File: src/rtl/fluxo_dados_n_if.sv
// Command/status bundle between the game control unit (master) and the
// fluxo_dados_n datapath (slave).
interface fluxo_dados_n_if #(
    parameter int W  = 4,
    parameter int AW = 4
);
    logic          zeraE;
    logic          contaE;
    logic          zeraL;
    logic          contaL;
    logic          zeraR;
    logic          registraR;
    logic          contaT;
    logic          escreveM;
    logic [W-1:0]  botoes;

    logic          botoesIgualMemoria;
    logic          enderecoIgualLimite;
    logic          enderecoMenorLimite;
    logic          fimE;
    logic          fimL;
    logic          jogada_feita;
    logic          jogada_valida;
    logic          timeout;
    logic          db_tem_jogada;
    logic [AW-1:0] db_contagem;
    logic [AW-1:0] db_limite;
    logic [W-1:0]  db_memoria;
    logic [W-1:0]  db_jogada;

    modport master (
        output zeraE, contaE, zeraL, contaL, zeraR, registraR, contaT, escreveM, botoes,
        input  botoesIgualMemoria, enderecoIgualLimite, enderecoMenorLimite, fimE, fimL,
               jogada_feita, jogada_valida, timeout, db_tem_jogada,
               db_contagem, db_limite, db_memoria, db_jogada
    );

    modport slave (
        input  zeraE, contaE, zeraL, contaL, zeraR, registraR, contaT, escreveM, botoes,
        output botoesIgualMemoria, enderecoIgualLimite, enderecoMenorLimite, fimE, fimL,
               jogada_feita, jogada_valida, timeout, db_tem_jogada,
               db_contagem, db_limite, db_memoria, db_jogada
    );
endinterface

File: src/rtl/fluxo_dados_n.sv
// Button-memory game datapath: address/limit counters, sequence memory, play register,
// press edge detector, one-hot validator and timeout. Define MEM_WRITE_EN for a writable memory.
module fluxo_dados_n #(
    parameter int W       = 4,
    parameter int AW      = 4,
    parameter int TIMEOUT = 4000,
    parameter int TW      = 16
) (
    input logic           clock,
    input logic           reset,
    fluxo_dados_n_if.slave bus
);
    localparam int DEPTH = 2 ** AW;

    logic [AW-1:0] endereco;
    logic [AW-1:0] limite;
    logic [W-1:0]  jogada;
    logic [W-1:0]  memoria;
    logic [W-1:0]  mem_rd;
    logic          prev;
    logic [TW-1:0] conta_t;
    logic          tem_jogada;
    logic          fim_timeout;

    // Power-on sequence pattern: a single lit button that walks across the W buttons.
    function automatic logic [W-1:0] rom_word(input int i);
        return W'(1) << (i % W);
    endfunction

    assign tem_jogada  = |bus.botoes;
    assign fim_timeout = (conta_t == TW'(TIMEOUT - 1));

    // NOTE: state registers use non-blocking assignments so every flop samples
    // pre-edge values; blocking here would create order-dependent races.
    always_ff @(posedge clock) begin
        if (reset || bus.zeraE)   endereco <= '0;
        else if (bus.contaE)      endereco <= endereco + 1'b1;

        if (reset || bus.zeraL)   limite <= '0;
        else if (bus.contaL)      limite <= limite + 1'b1;

        if (reset || bus.zeraR)   jogada <= '0;
        else if (bus.registraR)   jogada <= bus.botoes;

        if (reset || bus.zeraL)   prev <= 1'b0;
        else                      prev <= tem_jogada;

        if (reset || !bus.contaT) conta_t <= '0;
        else if (fim_timeout)     conta_t <= '0;
        else                      conta_t <= conta_t + 1'b1;

        if (reset)                memoria <= '0;
        else                      memoria <= mem_rd;
    end

`ifdef MEM_WRITE_EN
    logic [W-1:0] mem [DEPTH];

    // NOTE: this array is reset on purpose, since reset must restore the
    // power-on sequence; memories without that need should not be reset.
    always_ff @(posedge clock) begin
        if (reset) begin
            for (int i = 0; i < DEPTH; i++) mem[AW'(i)] <= rom_word(i);
        end else if (bus.escreveM) begin
            mem[endereco] <= jogada;
        end
    end

    assign mem_rd = mem[endereco];
`else
    logic unused_escreve_m;

    assign unused_escreve_m = bus.escreveM;
    assign mem_rd           = rom_word(int'(endereco));
`endif

    assign bus.botoesIgualMemoria  = (memoria == jogada);
    assign bus.enderecoIgualLimite = (endereco == limite);
    assign bus.enderecoMenorLimite = (endereco < limite);
    assign bus.fimE                = &endereco;
    assign bus.fimL                = &limite;
    assign bus.jogada_feita        = !reset && tem_jogada && !prev;
    assign bus.jogada_valida       = (jogada != '0) && ((jogada & (jogada - 1'b1)) == '0);
    assign bus.timeout             = bus.contaT && fim_timeout;
    assign bus.db_tem_jogada       = tem_jogada;
    assign bus.db_contagem         = endereco;
    assign bus.db_limite           = limite;
    assign bus.db_memoria          = memoria;
    assign bus.db_jogada           = jogada;
endmodule

File: src/flat_wrapper.sv
// flat-port wrapper written by rule: the top's interface ports become plain ports
module fluxo_dados_n_flat 
#(
    parameter int W       = 4,
    parameter int AW      = 4,
    parameter int TIMEOUT = 4000,
    parameter int TW      = 16
)
  (clock, reset, bus_zeraE, bus_contaE, bus_zeraL, bus_contaL, bus_zeraR, bus_registraR, bus_contaT, bus_escreveM, bus_botoes, bus_botoesIgualMemoria, bus_enderecoIgualLimite, bus_enderecoMenorLimite, bus_fimE, bus_fimL, bus_jogada_feita, bus_jogada_valida, bus_timeout, bus_db_tem_jogada, bus_db_contagem, bus_db_limite, bus_db_memoria, bus_db_jogada);
  fluxo_dados_n_if #(.W(W), .AW(AW)) bus_i ();
  input logic clock;
  input logic reset;
  input wire logic [$bits(bus_i.zeraE)-1:0] bus_zeraE;
  input wire logic [$bits(bus_i.contaE)-1:0] bus_contaE;
  input wire logic [$bits(bus_i.zeraL)-1:0] bus_zeraL;
  input wire logic [$bits(bus_i.contaL)-1:0] bus_contaL;
  input wire logic [$bits(bus_i.zeraR)-1:0] bus_zeraR;
  input wire logic [$bits(bus_i.registraR)-1:0] bus_registraR;
  input wire logic [$bits(bus_i.contaT)-1:0] bus_contaT;
  input wire logic [$bits(bus_i.escreveM)-1:0] bus_escreveM;
  input wire logic [$bits(bus_i.botoes)-1:0] bus_botoes;
  output wire logic [$bits(bus_i.botoesIgualMemoria)-1:0] bus_botoesIgualMemoria;
  output wire logic [$bits(bus_i.enderecoIgualLimite)-1:0] bus_enderecoIgualLimite;
  output wire logic [$bits(bus_i.enderecoMenorLimite)-1:0] bus_enderecoMenorLimite;
  output wire logic [$bits(bus_i.fimE)-1:0] bus_fimE;
  output wire logic [$bits(bus_i.fimL)-1:0] bus_fimL;
  output wire logic [$bits(bus_i.jogada_feita)-1:0] bus_jogada_feita;
  output wire logic [$bits(bus_i.jogada_valida)-1:0] bus_jogada_valida;
  output wire logic [$bits(bus_i.timeout)-1:0] bus_timeout;
  output wire logic [$bits(bus_i.db_tem_jogada)-1:0] bus_db_tem_jogada;
  output wire logic [$bits(bus_i.db_contagem)-1:0] bus_db_contagem;
  output wire logic [$bits(bus_i.db_limite)-1:0] bus_db_limite;
  output wire logic [$bits(bus_i.db_memoria)-1:0] bus_db_memoria;
  output wire logic [$bits(bus_i.db_jogada)-1:0] bus_db_jogada;
  assign bus_i.zeraE = bus_zeraE;
  assign bus_i.contaE = bus_contaE;
  assign bus_i.zeraL = bus_zeraL;
  assign bus_i.contaL = bus_contaL;
  assign bus_i.zeraR = bus_zeraR;
  assign bus_i.registraR = bus_registraR;
  assign bus_i.contaT = bus_contaT;
  assign bus_i.escreveM = bus_escreveM;
  assign bus_i.botoes = bus_botoes;
  assign bus_botoesIgualMemoria = bus_i.botoesIgualMemoria;
  assign bus_enderecoIgualLimite = bus_i.enderecoIgualLimite;
  assign bus_enderecoMenorLimite = bus_i.enderecoMenorLimite;
  assign bus_fimE = bus_i.fimE;
  assign bus_fimL = bus_i.fimL;
  assign bus_jogada_feita = bus_i.jogada_feita;
  assign bus_jogada_valida = bus_i.jogada_valida;
  assign bus_timeout = bus_i.timeout;
  assign bus_db_tem_jogada = bus_i.db_tem_jogada;
  assign bus_db_contagem = bus_i.db_contagem;
  assign bus_db_limite = bus_i.db_limite;
  assign bus_db_memoria = bus_i.db_memoria;
  assign bus_db_jogada = bus_i.db_jogada;
  fluxo_dados_n #(.W(W), .AW(AW), .TIMEOUT(TIMEOUT), .TW(TW)) u_core (.clock(clock), .reset(reset), .bus(bus_i));
endmodule
File: config.mk
export PLATFORM = sky130hd
export DESIGN_NAME = fluxo_dados_n_flat
export DESIGN_NICKNAME = d
export VERILOG_FILES = /design/src/rtl/fluxo_dados_n_if.sv /design/src/rtl/fluxo_dados_n.sv /design/src/flat_wrapper.sv
export SDC_FILE = /design/constraint.sdc
export NUM_CORES = 1
export LEC_CHECK = 0
export CORE_UTILIZATION = 48
export CTS_CLUSTER_DIAMETER = 100
export CTS_CLUSTER_SIZE = 16
export DETAILED_ROUTE_END_ITERATION = 6
export GPL_TIMING_DRIVEN = 0
export PLACE_DENSITY_LB_ADDON = 0.3
export SLEW_MARGIN = 20
export SYNTH_ARGS = -nofsm -noshare
export SYNTH_HDL_FRONTEND = slang
export SYNTH_SLANG_ARGS = --single-unit
export TNS_END_PERCENT = 5
File: constraint.sdc
create_clock -name clock -period 2 [get_ports clock]
set_input_delay 0.3 -clock clock [delete_from_list [all_inputs] [get_ports clock]]
set_output_delay 0.3 -clock clock [all_outputs]
set_load 0.02 [all_outputs]
Word-level counts from Yosys, hierarchy flattened
Cells that the tools add are included.
{"block": "word_totals", "regBits": 33, "latch_bits": 0, "mem_bits_rw": 0, "romBits": 0, "out_inout_bits": 25, "mem_count": 0}
{"block": "op_classes", "addsub": 4, "multipliers": 0, "n_div": 0, "magnitude_cmp": 1, "n_eq_ne": 3, "n_shift": 1, "n_mux": 0, "n_bitwise": 1, "n_reduce_logical": 17}
{"cell": "$add A16 B1 Y16 const B", "n": 1}
{"cell": "$eq A16 B12 Y1 const B", "n": 1}
{"cell": "$add A4 B1 Y4 const B", "n": 2}
{"cell": "$eq A4 B4 Y1", "n": 2}
{"cell": "$reduce_and A4 Y1", "n": 2}
{"cell": "$and A4 B4 Y4", "n": 1}
{"cell": "$logic_and A1 B1 Y1", "n": 4}
{"cell": "$logic_not A4 Y1", "n": 1}
{"cell": "$logic_or A1 B1 Y1", "n": 4}
{"cell": "$lt A4 B4 Y1", "n": 1}
{"cell": "$reduce_bool A4 Y1", "n": 1}
{"cell": "$reduce_or A4 Y1", "n": 1}
{"cell": "$shl A1 B2 Y4 const A", "n": 1}
{"cell": "$sub A4 B1 Y4 const B", "n": 1}
{"cell": "$logic_not A1 Y1", "n": 3}
{"cell": "$reduce_or A2 Y1", "n": 1}

Logic depth before layout (Yosys ltp)
Gate-level depths: netlist of the first run.
{"block": "depth", "depth_word": 4, "ltp_mapped": 7, "ltp_nobuf": 6}

Least setup slack after synthesis of the first run
OpenSTA, ideal clock, no wires.
{"block": "synth_path", "kind": "reg2out", "startpoint": "register u_core.limite[1], in the netlist u_core.bus.db_limite[1]", "endpoint": "output port bus_enderecoMenorLimite", "arrival_time_ns": 1.514, "required_time_ns": 1.700, "slack_ns": 0.186, "path_stages_with_launch": 7, "path_buffers": 0, "cell_sequence": "dfxtp_1 > inv_1 > ha_1 > nor2b_1 > o21ai_0 > nand2b_1 > a21oi_1"}
{"block": "synth_between", "elab_chain_cells": 1}
{"element": "from (decl)", "line": "fluxo_dados_n.sv:16", "rtl": "logic [AW-1:0] limite;"}
{"element": "from (signal assigned)", "line": "fluxo_dados_n.sv:40", "rtl": "else if (bus.contaL) limite <= limite + 1'b1;"}
{"element": "$lt A4 B4 Y1", "line": "fluxo_dados_n.sv:79", "rtl": "assign bus.enderecoMenorLimite = (endereco < limite);"}
{"element": "to (decl)", "line": "flat_wrapper.sv:24", "rtl": "output wire logic [$bits(bus_i.enderecoMenorLimite)-1:0] bus_enderecoMenorLimite;"}
No other way between the ends.

Final worst setup path of the first run
{"block": "layout_path", "startpoint": "register u_core.conta_t[13]", "endpoint": "output port bus_timeout"}
{"block": "layout_between", "elab_chain_cells": 2}
{"element": "from (decl)", "line": "fluxo_dados_n.sv:21", "rtl": "logic [TW-1:0] conta_t;"}
{"element": "from (signal assigned)", "line": "fluxo_dados_n.sv:50", "rtl": "else conta_t <= conta_t + 1'b1;"}
{"element": "$eq A16 B12 Y1", "line": "fluxo_dados_n.sv:31", "rtl": "assign fim_timeout = (conta_t == TW'(TIMEOUT - 1));"}
{"element": "$logic_and A1 B1 Y1", "line": "fluxo_dados_n.sv:84", "rtl": "assign bus.timeout = bus.contaT && fim_timeout;"}
{"element": "to (decl)", "line": "flat_wrapper.sv:29", "rtl": "output wire logic [$bits(bus_i.timeout)-1:0] bus_timeout;"}
No other way between the ends.

==> results of run 1 <==
==> worst max-delay path, cell delays in order (launching register included) <==
cell	delay, ns
dfxtp_2	0.36
or4b_1	0.55
nor4_2	0.17
and2_2	0.17
buf_4	0.13
==> timing repair <==
item,CTS,global route
endpoints found under the setup margin,9,5
gates resized for setup,25,10
pin swaps,1,2
endpoints found under the hold margin,0,0
setup buffers,1,0
cloned,0,0
==> path summary, 6_finish.rpt <==
check | to | slack (ns)
hold reg to reg | u_core.conta_t[0] | 0.44
hold / removal | u_core.bus.db_jogada[1] | 0.27
setup / recovery | bus_timeout | -0.02
setup reg to reg | u_core.conta_t[5] | 0.36
==> state kept, by name, summed over array words and instances (netlist names) <==
name,cells
u_core.bus.db_limite,4
u_core.prev,1
u_core.conta_t,16
u_core.bus.db_jogada,4
u_core.bus.db_contagem,4
u_core.bus.db_memoria,4
==> cell families after synthesis <==
logic type,count (synthesis)
AOI/OAI and AO/OA,5
DFF,33
and+or+nand+nor,74
buffers and inverters,14
xor gates and xnor gates,25
muxes,6
adders and majority gates,7
==> cell usage after synthesis (all sizes together), types with 2 or more instances <==
| library cell | number | area share |
|---|---|---|
| and3 | 2 | 0.0082 |
| nand2 | 5 | 0.012 |
| xor2 | 8 | 0.046 |
| inv | 9 | 0.022 |
| nor2 | 20 | 0.052 |
| o21ai | 4 | 0.013 |
| dfxtp | 33 | 0.43 |
| ha | 7 | 0.057 |
| or4b | 2 | 0.013 |
| nand4 | 7 | 0.029 |
| buf | 4 | 0.026 |
| nor4 | 6 | 0.029 |
| nand3 | 4 | 0.013 |
| mux2i | 6 | 0.039 |
| xnor2 | 17 | 0.097 |
| nor3 | 20 | 0.066 |
| nor3b | 2 | 0.0098 |
==> routing by layer <==
layer | global-route usage | vias to the layer above | share of wire
li1 | - | 653 | -
met1 | 0.239 | 608 | 0.44
met2 | 0.373 | 37 | 0.48
met3 | 0.0791 | 6 | 0.060
met4 | 0.112 | 0 | 0.019
met5 | 0 | - | 0
==> metrics by stage <==
stage / area, um2 / std cells
final: 2040 / 252
after global routing: 2040 / 252
after CTS: 2030 / 252
after detailed placement: 1930 / 243
after global placement: 1930 / 243
after floorplan: 1530 / 164
==> power groups by stage <==
stage / logic (mW) / registers, mW / clock network, mW
after floorplan: 0.0683 / 0.704 / 0
after global placement: 0.147 / 0.696 / 0
after detailed placement: 0.152 / 0.696 / 0
after CTS: 0.148 / 0.682 / 0.553
after global routing: 0.158 / 0.684 / 0.570
final: 0.146 / 0.681 / 0.531
==> cell type report <==
type / instances / area (um2) / area share
flip-flops and latches: 33 / 672 / 0.330
inverters: 9 / 33.8 / 0.0166
well taps: 44 / 55.1 / 0.0270
plain buffers: 5 / 43.8 / 0.0215
repair buffers: 36 / 340 / 0.167
clock buffers: 7 / 55.1 / 0.0270
clock inverters: 1 / 30.0 / 0.0147
multi-input cells: 117 / 807 / 0.396
==> results.sh, run 1 <==
export IMPL_status="complete, but fails checks"
export IMPL_failed_checks="negative setup slack"
export IMPL_core_area_um2=3030
export IMPL_hp_class="in -> reg"
export IMPL_finalSetupViolations=1
export IMPL_die_width_um=58.4
export IMPL_drv_slew=0
export IMPL_synth_compound_area_share=0.0164
export IMPL_ys_ff_latch=33
export IMPL_synth_xor_area_share=0.143
export IMPL_numCtsBuffers=5
export IMPL_hold_violations=0
export IMPL_start_util=0.505
export IMPL_fillers=248
export IMPL_period_minus_slack_ns=2.02
export IMPL_maxSlewHeadroom=0.728
export IMPL_whs_path_depth=2
export IMPL_holdWs_ns=0.270
export IMPL_vdd_drop_max_mv=0.304
export IMPL_grt_pass1_vias=1277
export IMPL_synthAdderAreaFrac=0.0573
export IMPL_clockBufferDepth=2
export IMPL_p_switching_mw=0.321
export IMPL_final_util=0.673
export IMPL_synth_nets=185
export IMPL_yosys_area_share_simple=0.260
export IMPL_crit_required_ns=1.70
export IMPL_cts_max_level=2
export IMPL_layout_nets=228
export IMPL_dr_total_vias=1304
export IMPL_async_flop_share=0
export IMPL_area_growth_pct=33.3
export IMPL_yosysSeqAreaShare=0.432
export IMPL_p_total_mw=1.36
export IMPL_rsz0062_at_grt="yes"
export IMPL_synth_mux_area_frac=0.0393
export IMPL_place_port_buffers=35
export IMPL_finClkSkew_ns=0.0124
export IMPL_pin_count=39
export IMPL_ys_warn_count=0
export IMPL_synthFlopType="dfxtp_1"
export IMPL_synth_edff_count=0
export IMPL_wl_per_cell_um=13.0
export IMPL_holdCritStartpoint="reset"
export IMPL_avgSynthCellArea_um2=9.32
export IMPL_via_per_inst=5.17
export IMPL_drt_iter0_markers=42
export IMPL_endpoint_kind="output pin"
export IMPL_power_density_nw_per_um2=667
export IMPL_cts_tree="built"
export IMPL_postSynthCellCount=164
export IMPL_die_area_um2=3410
export IMPL_crit_start="u_core.conta_t[13]"
export IMPL_critPathArrivalTime_ns=1.72
export IMPL_cts_sinks=33
export IMPL_r2r_cells=6
export IMPL_max_freq_mhz=494
export IMPL_drtPass1Iterations=4
export IMPL_pwr_share_clk=0.391
export IMPL_hpwl_um=2420
export IMPL_diodes=0
export IMPL_switching_share=0.236
export IMPL_regToRegStartpoint="u_core.conta_t[13]"
export IMPL_worst_pin_slew_ns=0.404
export IMPL_syn_area_um2=1530
export IMPL_finalSetupTns_ns=-0.0245
export IMPL_groute_usage_overall=0.219
export IMPL_place_gp_congestion=0.758
export IMPL_synth_cell_types=31
export IMPL_totalWireLength_um=3290
export IMPL_p_int_mw=1.04
export IMPL_grt_overflow=0
export IMPL_cts_clk_slew_worst_paths_ns=0.11
export IMPL_grt_first_pass_wirelength_um=5500
export IMPL_crit_type="reg -> out"
export IMPL_crit_path_start_kind="flip-flop"
export IMPL_maxCapViolations=0
export IMPL_setup_slack_ns=-0.0245
export IMPL_clk_latency_ns=0.35
export IMPL_cts_root_buf="clkbuf_4"
export IMPL_hold_buffers=0
export IMPL_p_comb_frac=0.107
export IMPL_antenna_found_initial=0
export IMPL_final_cell_mix="clkdlybuf4s50_1, dfxtp_1, nor3_1"
export IMPL_crit_fanout=4
export IMPL_place_ws_ns=-0.269
export IMPL_drtAntennaViolNets=0
export IMPL_grt_start_max_net_pins=11
export IMPL_layout_drive_gt1_share=0.139
export IMPL_die_h_um=58.4
export IMPL_power_frac_seq=0.502
export IMPL_drcViolationCount=0
export IMPL_leakage_nw=0.755
export IMPL_fin_crit_sh=1.01
export IMPL_rows=20
export IMPL_synth_top_family_by_area="simple AND/OR/NAND/NOR gates"
(Power assumes the default switching activity.)
==> run 2: changes to the inputs <==
--- a/config.mk
+++ b/config.mk
@@ -5,7 +5,7 @@
 export SDC_FILE = /design/constraint.sdc
 export NUM_CORES = 1
 export LEC_CHECK = 0
-export CORE_UTILIZATION = 48
+export CORE_UTILIZATION = 43
 export CTS_CLUSTER_DIAMETER = 100
 export CTS_CLUSTER_SIZE = 16
 export DETAILED_ROUTE_END_ITERATION = 6
==> constraint.sdc (replaced) <==
create_clock -name clock -period 1.86 [get_ports clock]
set_input_delay 0.279 -clock clock [delete_from_list [all_inputs] [get_ports clock]]
set_output_delay 0.279 -clock clock [all_outputs]
set_load 0.02 [all_outputs]
==> results.sh, run 2 (same netlist as run 1, synthesis figures left out) <==
export IMPL_status="complete, but fails checks"
export IMPL_failed_checks="negative setup slack"
export IMPL_die_h_um=61.6
export IMPL_crit_path_start_kind="flip-flop"
export IMPL_p_total_mw=1.35
export IMPL_max_freq_mhz=510
export IMPL_drtPass1Iterations=4
export IMPL_top_register="u_core.conta_t"
export IMPL_groute_usage_overall=0.204
export IMPL_regToRegStartpoint="u_core.conta_t[13]"
export IMPL_worst_r2r_endpoint="u_core.conta_t[2]"
export IMPL_hold_violations=0
export IMPL_drt_iter0_markers=53
export IMPL_wl_per_cell_um=13.0
export IMPL_grt_start_max_net_pins=11
export IMPL_cts_root_buf="clkbuf_4"
export IMPL_maxSlewHeadroom=0.730
export IMPL_drcViolationCount=0
export IMPL_die_width_um=61.6
export IMPL_largest_register_ffs=16
export IMPL_numCtsBuffers=5
export IMPL_via_per_inst=4.98
export IMPL_totalWireLength_um=3300
export IMPL_finalSetupViolations=3
export IMPL_layout_commonest_cell="clkdlybuf4s50_1"
export IMPL_hp_class="in -> reg"
export IMPL_setup_slack_ns=-0.100
export IMPL_antenna_found_initial=0
export IMPL_cts_sinks=33
export IMPL_period_minus_slack_ns=1.96
export IMPL_layout_drive_gt1_share=0.173
export IMPL_worstHoldEndpoint="u_core.bus.db_limite[0]"
export IMPL_drv_slew=0
export IMPL_rsz0062_at_grt="yes"
export IMPL_worst_pin_slew_ns=0.404
export IMPL_crit_required_ns=1.58
export IMPL_maxCapViolations=0
export IMPL_vdd_drop_max_mv=0.447
export IMPL_hold_buffers=0
export IMPL_grt_pass1_vias=1271
export IMPL_critPathArrivalTime_ns=1.68
export IMPL_dpl_cell_count=245
export IMPL_diodes=0
export IMPL_hpwl_um=2390
export IMPL_stdcell_count=254
export IMPL_pin_count=39
export IMPL_crit_fanout=4
export IMPL_core_area_um2=3360
export IMPL_final_cell_mix="clkdlybuf4s50_1, dfxtp_1, nor3_1"
export IMPL_cts_max_level=2
export IMPL_fin_crit_sh=1.05
export IMPL_endpoint_kind="output pin"
export IMPL_dr_total_vias=1266
export IMPL_cts_tree="built"
export IMPL_crit_type="reg -> out"
export IMPL_finClkSkew_ns=0.00992
export IMPL_leakage_nw=0.750
export IMPL_die_area_um2=3800
export IMPL_rows=21
export IMPL_place_port_buffers=35
export IMPL_grt_first_pass_wirelength_um=5470
export IMPL_start_util=0.454
export IMPL_place_ws_ns=-0.364
export IMPL_grt_overflow=0
export IMPL_holdCritStartpoint="reset"
export IMPL_cts_clk_slew_worst_paths_ns=0.10
export IMPL_place_gp_congestion=0.763
export IMPL_power_density_nw_per_um2=658
export IMPL_drtAntennaViolNets=0
export IMPL_r2r_cells=6
export IMPL_clockBufferDepth=2
export IMPL_area_growth_pct=34.2
export IMPL_whs_path_depth=2
export IMPL_reg2reg_slack_ns=0.25
export IMPL_layout_nets=228
export IMPL_clk_latency_ns=0.34
export IMPL_finalSetupTns_ns=-0.226
==> run 2: changes by cell type in the layout (fill, tap and decap cells not counted), sizes merged <==
cell	change
bufinv	-1
buf	+1
dlygate4sd1	+1
clkinv	+1
dlygate4sd2	-1
clkbuf	-1
==> run 2: worst max path at each step <==
| stage | start | end | slack [ns] |
|---|---|---|---|
| 4_1_cts | u_core.bus.db_jogada[1] | bus_jogada_valida | -0.20 |
| 6_report | u_core.conta_t[13] | bus_timeout | -0.10 |
| 3_5_place_dp | u_core.conta_t[0] | bus_timeout | -0.36 |
| 2_1_floorplan | u_core.bus.db_limite[1] | bus_enderecoMenorLimite | 0.07 |
| 3_3_place_gp | u_core.conta_t[0] | bus_timeout | -0.34 |
| 5_1_grt | u_core.conta_t[13] | bus_timeout | -0.20 |
==> run 2: worst max-delay path, stage by stage, from the launching register on <==
cell     delay (ns)
dfxtp_2        0.35
or4b_1         0.53
nor4_2         0.16
and2_2         0.18
buf_4          0.13
==> run 2: metrics by stage <==
step,area (um2),hold WS [ns],utilization
2_1_floorplan,1530,0.356,-
3_5_place_dp,1940,0.465,0.576
4_1_cts,2040,0.260,0.608
3_3_place_gp,1940,0.452,0.576
5_1_grt,2050,0.261,0.609
6_report,2050,0.263,0.609
==> run 2: per-layer routing <==
layer | routed length [um] | track usage | up-vias | share of wire
li1 | - | - | 647 | -
met1 | 1540 | 0.246 | 570 | 0.47
met2 | 1530 | 0.316 | 40 | 0.46
met3 | 170 | 0.0924 | 9 | 0.052
met4 | 55 | 0.0857 | 0 | 0.017
met5 | 0 | 0 | - | 0
==> run 2: final cells by class <==
class / instances / area, um2
Buffer: 5 / 43.8
Clock buffer: 7 / 65.1
Clock inverter: 1 / 5.00
Fill cell: 325 / 1310
Inverter: 9 / 33.8
Multi-Input combinational cell: 117 / 821
Sequential cell: 33 / 683
Tap cell: 46 / 57.6
Timing Repair Buffer: 36 / 340
==> run 2: report_power, final <==
part,internal (mW),switching (mW)
logic,0.0790,0.0801
clock network,0.219,0.239
registers,0.716,0.0155
==> run 2: what timing repair did <==
action                     in CTS  in global routing
setup endpoints to repair       9                  6
setup buffers                   1                  0
gates resized for setup        32                 15
pin swaps                       3                  0
==> run 3: changes to the inputs <==
--- a/config.mk
+++ b/config.mk
@@ -5,7 +5,9 @@
 export SDC_FILE = /design/constraint.sdc
 export NUM_CORES = 1
 export LEC_CHECK = 0
-export CORE_UTILIZATION = 43
+export CELL_PAD_IN_SITES_DETAIL_PLACEMENT = 1
+export CELL_PAD_IN_SITES_GLOBAL_PLACEMENT = 2
+export CORE_UTILIZATION = 26
 export CTS_CLUSTER_DIAMETER = 100
 export CTS_CLUSTER_SIZE = 16
 export DETAILED_ROUTE_END_ITERATION = 6
==> results.sh, run 3 (same netlist as run 1, synthesis figures left out) <==
export IMPL_diodes=0
export IMPL_cpPeakStageDelay_ns=0.54
export IMPL_p_switching_mw=0.343
export IMPL_r2r_cells=6
export IMPL_largest_register_ffs=16
export IMPL_drcViolationCount=0
export IMPL_switching_share=0.240
export IMPL_finalSetupViolations=2
export IMPL_finalSetupTns_ns=-0.132
export IMPL_leakage_nw=0.756
export IMPL_grt_first_pass_wirelength_um=6640
export IMPL_die_area_um2=6190
export IMPL_fin_crit_sh=1.07
export IMPL_p_comb_frac=0.115
export IMPL_crit_path_start_kind="flip-flop"
export IMPL_crit_chain="or4b_4 -> nor4_4 -> and2_4 -> buf_6"
export IMPL_crit_type="reg -> out"
export IMPL_dpl_cell_count=271
export IMPL_crit_slowest_cell="or4b_4"
export IMPL_hpwl_um=3060
export IMPL_area_growth_pct=38.8
export IMPL_p_total_mw=1.43
export IMPL_top_register="u_core.conta_t"
export IMPL_maxSlewHeadroom=0.699
export IMPL_final_area_um2=2120
export IMPL_status="complete, but fails checks"
export IMPL_rows=27
export IMPL_die_h_um=78.7
export IMPL_place_gp_congestion=0.759
export IMPL_max_freq_mhz=503
export IMPL_p_int_mw=1.09
export IMPL_cts_sinks=33
export IMPL_layout_drive_gt1_share=0.173
export IMPL_core_area_um2=5570
export IMPL_crit_fanout=2
export IMPL_maxCapViolations=0
export IMPL_finClkSkew_ns=0.00406
export IMPL_rsz0062_at_grt="yes"
export IMPL_die_width_um=78.7
export IMPL_dpl_cell_area_um2=1970
export IMPL_hold_violations=0
export IMPL_grt_overflow=0
export IMPL_crit_path_end="bus_timeout"
export IMPL_endpoint_kind="output pin"
export IMPL_numCtsBuffers=5
export IMPL_power_density_nw_per_um2=675
export IMPL_reg2reg_slack_ns=0.15
export IMPL_groute_usage_overall=0.142
export IMPL_setup_slack_ns=-0.126
export IMPL_crit_start="u_core.conta_t[15]"
export IMPL_stdcell_count=280
export IMPL_cts_tree="built"
export IMPL_pin_count=39
export IMPL_drtPass1Iterations=2
export IMPL_place_ws_ns=-0.458
export IMPL_place_port_buffers=35
export IMPL_fillers=657
export IMPL_start_util=0.274
export IMPL_cts_clk_slew_worst_paths_ns=0.06
export IMPL_power_frac_seq=0.510
export IMPL_clockBufferDepth=2
export IMPL_cts_root_buf="clkbuf_8"
export IMPL_final_cell_mix="clkdlybuf4s50_1, dfxtp_1, nor3_1"
export IMPL_drv_slew=0
export IMPL_grt_pass1_vias=1394
export IMPL_dr_total_vias=1317
export IMPL_cts_max_level=2
export IMPL_period_minus_slack_ns=1.99
export IMPL_failed_checks="negative setup slack"
export IMPL_antenna_found_initial=0
export IMPL_vdd_drop_max_mv=0.322
export IMPL_totalWireLength_um=4040
export IMPL_hp_class="in -> reg"
export IMPL_regToRegStartpoint="u_core.conta_t[15]"
export IMPL_grt_start_max_net_pins=11
export IMPL_worst_r2r_endpoint="u_core.conta_t[2]"
export IMPL_crit_required_ns=1.58
export IMPL_clk_latency_ns=0.28
export IMPL_drtAntennaViolNets=0
export IMPL_drt_iter0_markers=39
export IMPL_layout_commonest_cell="clkdlybuf4s50_1"
export IMPL_layout_nets=229
export IMPL_via_per_inst=4.70
export IMPL_holdWs_ns=0.341
export IMPL_worst_pin_slew_ns=0.452
export IMPL_critPathArrivalTime_ns=1.71
export IMPL_pwr_share_clk=0.375
export IMPL_final_util=0.380
export IMPL_wl_per_cell_um=14.4
## run 3: power groups by stage
| stage | Clock [mW] | Combinational (mW) | Sequential, mW |
|---|---|---|---|
| floorplan | 0 | 0.0734 | 0.757 |
| global placement | 0 | 0.162 | 0.749 |
| detailed placement | 0 | 0.166 | 0.750 |
| CTS | 0.568 | 0.164 | 0.735 |
| global route | 0.596 | 0.180 | 0.731 |
| finish | 0.537 | 0.164 | 0.730 |
## run 3: timing repair
item / in CTS / in global routing
buffers inserted: 1 / 1
setup endpoints to repair: 9 / 5
pin swaps: 3 / 3
resized for setup: 27 / 24
endpoints found under the hold margin: 0 / 0
hold buffers: 0 / 0
gates cloned: 0 / 0
## run 3: routing by layer
layer | GRT usage | up-vias | wire [um]
met5 | 0 | - | 0
li1 | - | 648 | -
met1 | 0.159 | 638 | 1750
met4 | 0.0593 | 0 | 63
met3 | 0.0407 | 6 | 166
met2 | 0.250 | 25 | 2060
## run 3: layout make-up
type / count / area, um2 / area share
plain buffers: 5 / 43.8 / 0.0206
well taps: 72 / 90.1 / 0.0425
repair buffers: 37 / 354 / 0.167
multi-input cells: 117 / 828 / 0.391
clock buffers: 7 / 86.3 / 0.0407
flip-flops and latches: 33 / 684 / 0.323
inverters: 9 / 33.8 / 0.0159
## run 3: worst max-delay path, delay by kind of cell (launching register included)
kind	cells	cell delay (ns)
buffers and inverters	1	0.11
DFF	1	0.32
and+or+nand+nor	3	0.99
## run 3: how the worst min path moves through the flow
stage	cells after the start	end	startpoint	slack [ns]
2_1_floorplan	1	u_core.bus.db_contagem[0]	bus_zeraE	0.36
3_3_place_gp	1	u_core.conta_t[0]	u_core.conta_t[0]	0.45
3_5_place_dp	1	u_core.conta_t[0]	u_core.conta_t[0]	0.47
4_1_cts	2	u_core.bus.db_contagem[0]	reset	0.34
5_1_grt	2	u_core.bus.db_contagem[1]	reset	0.36
6_report	2	u_core.bus.db_contagem[0]	reset	0.34
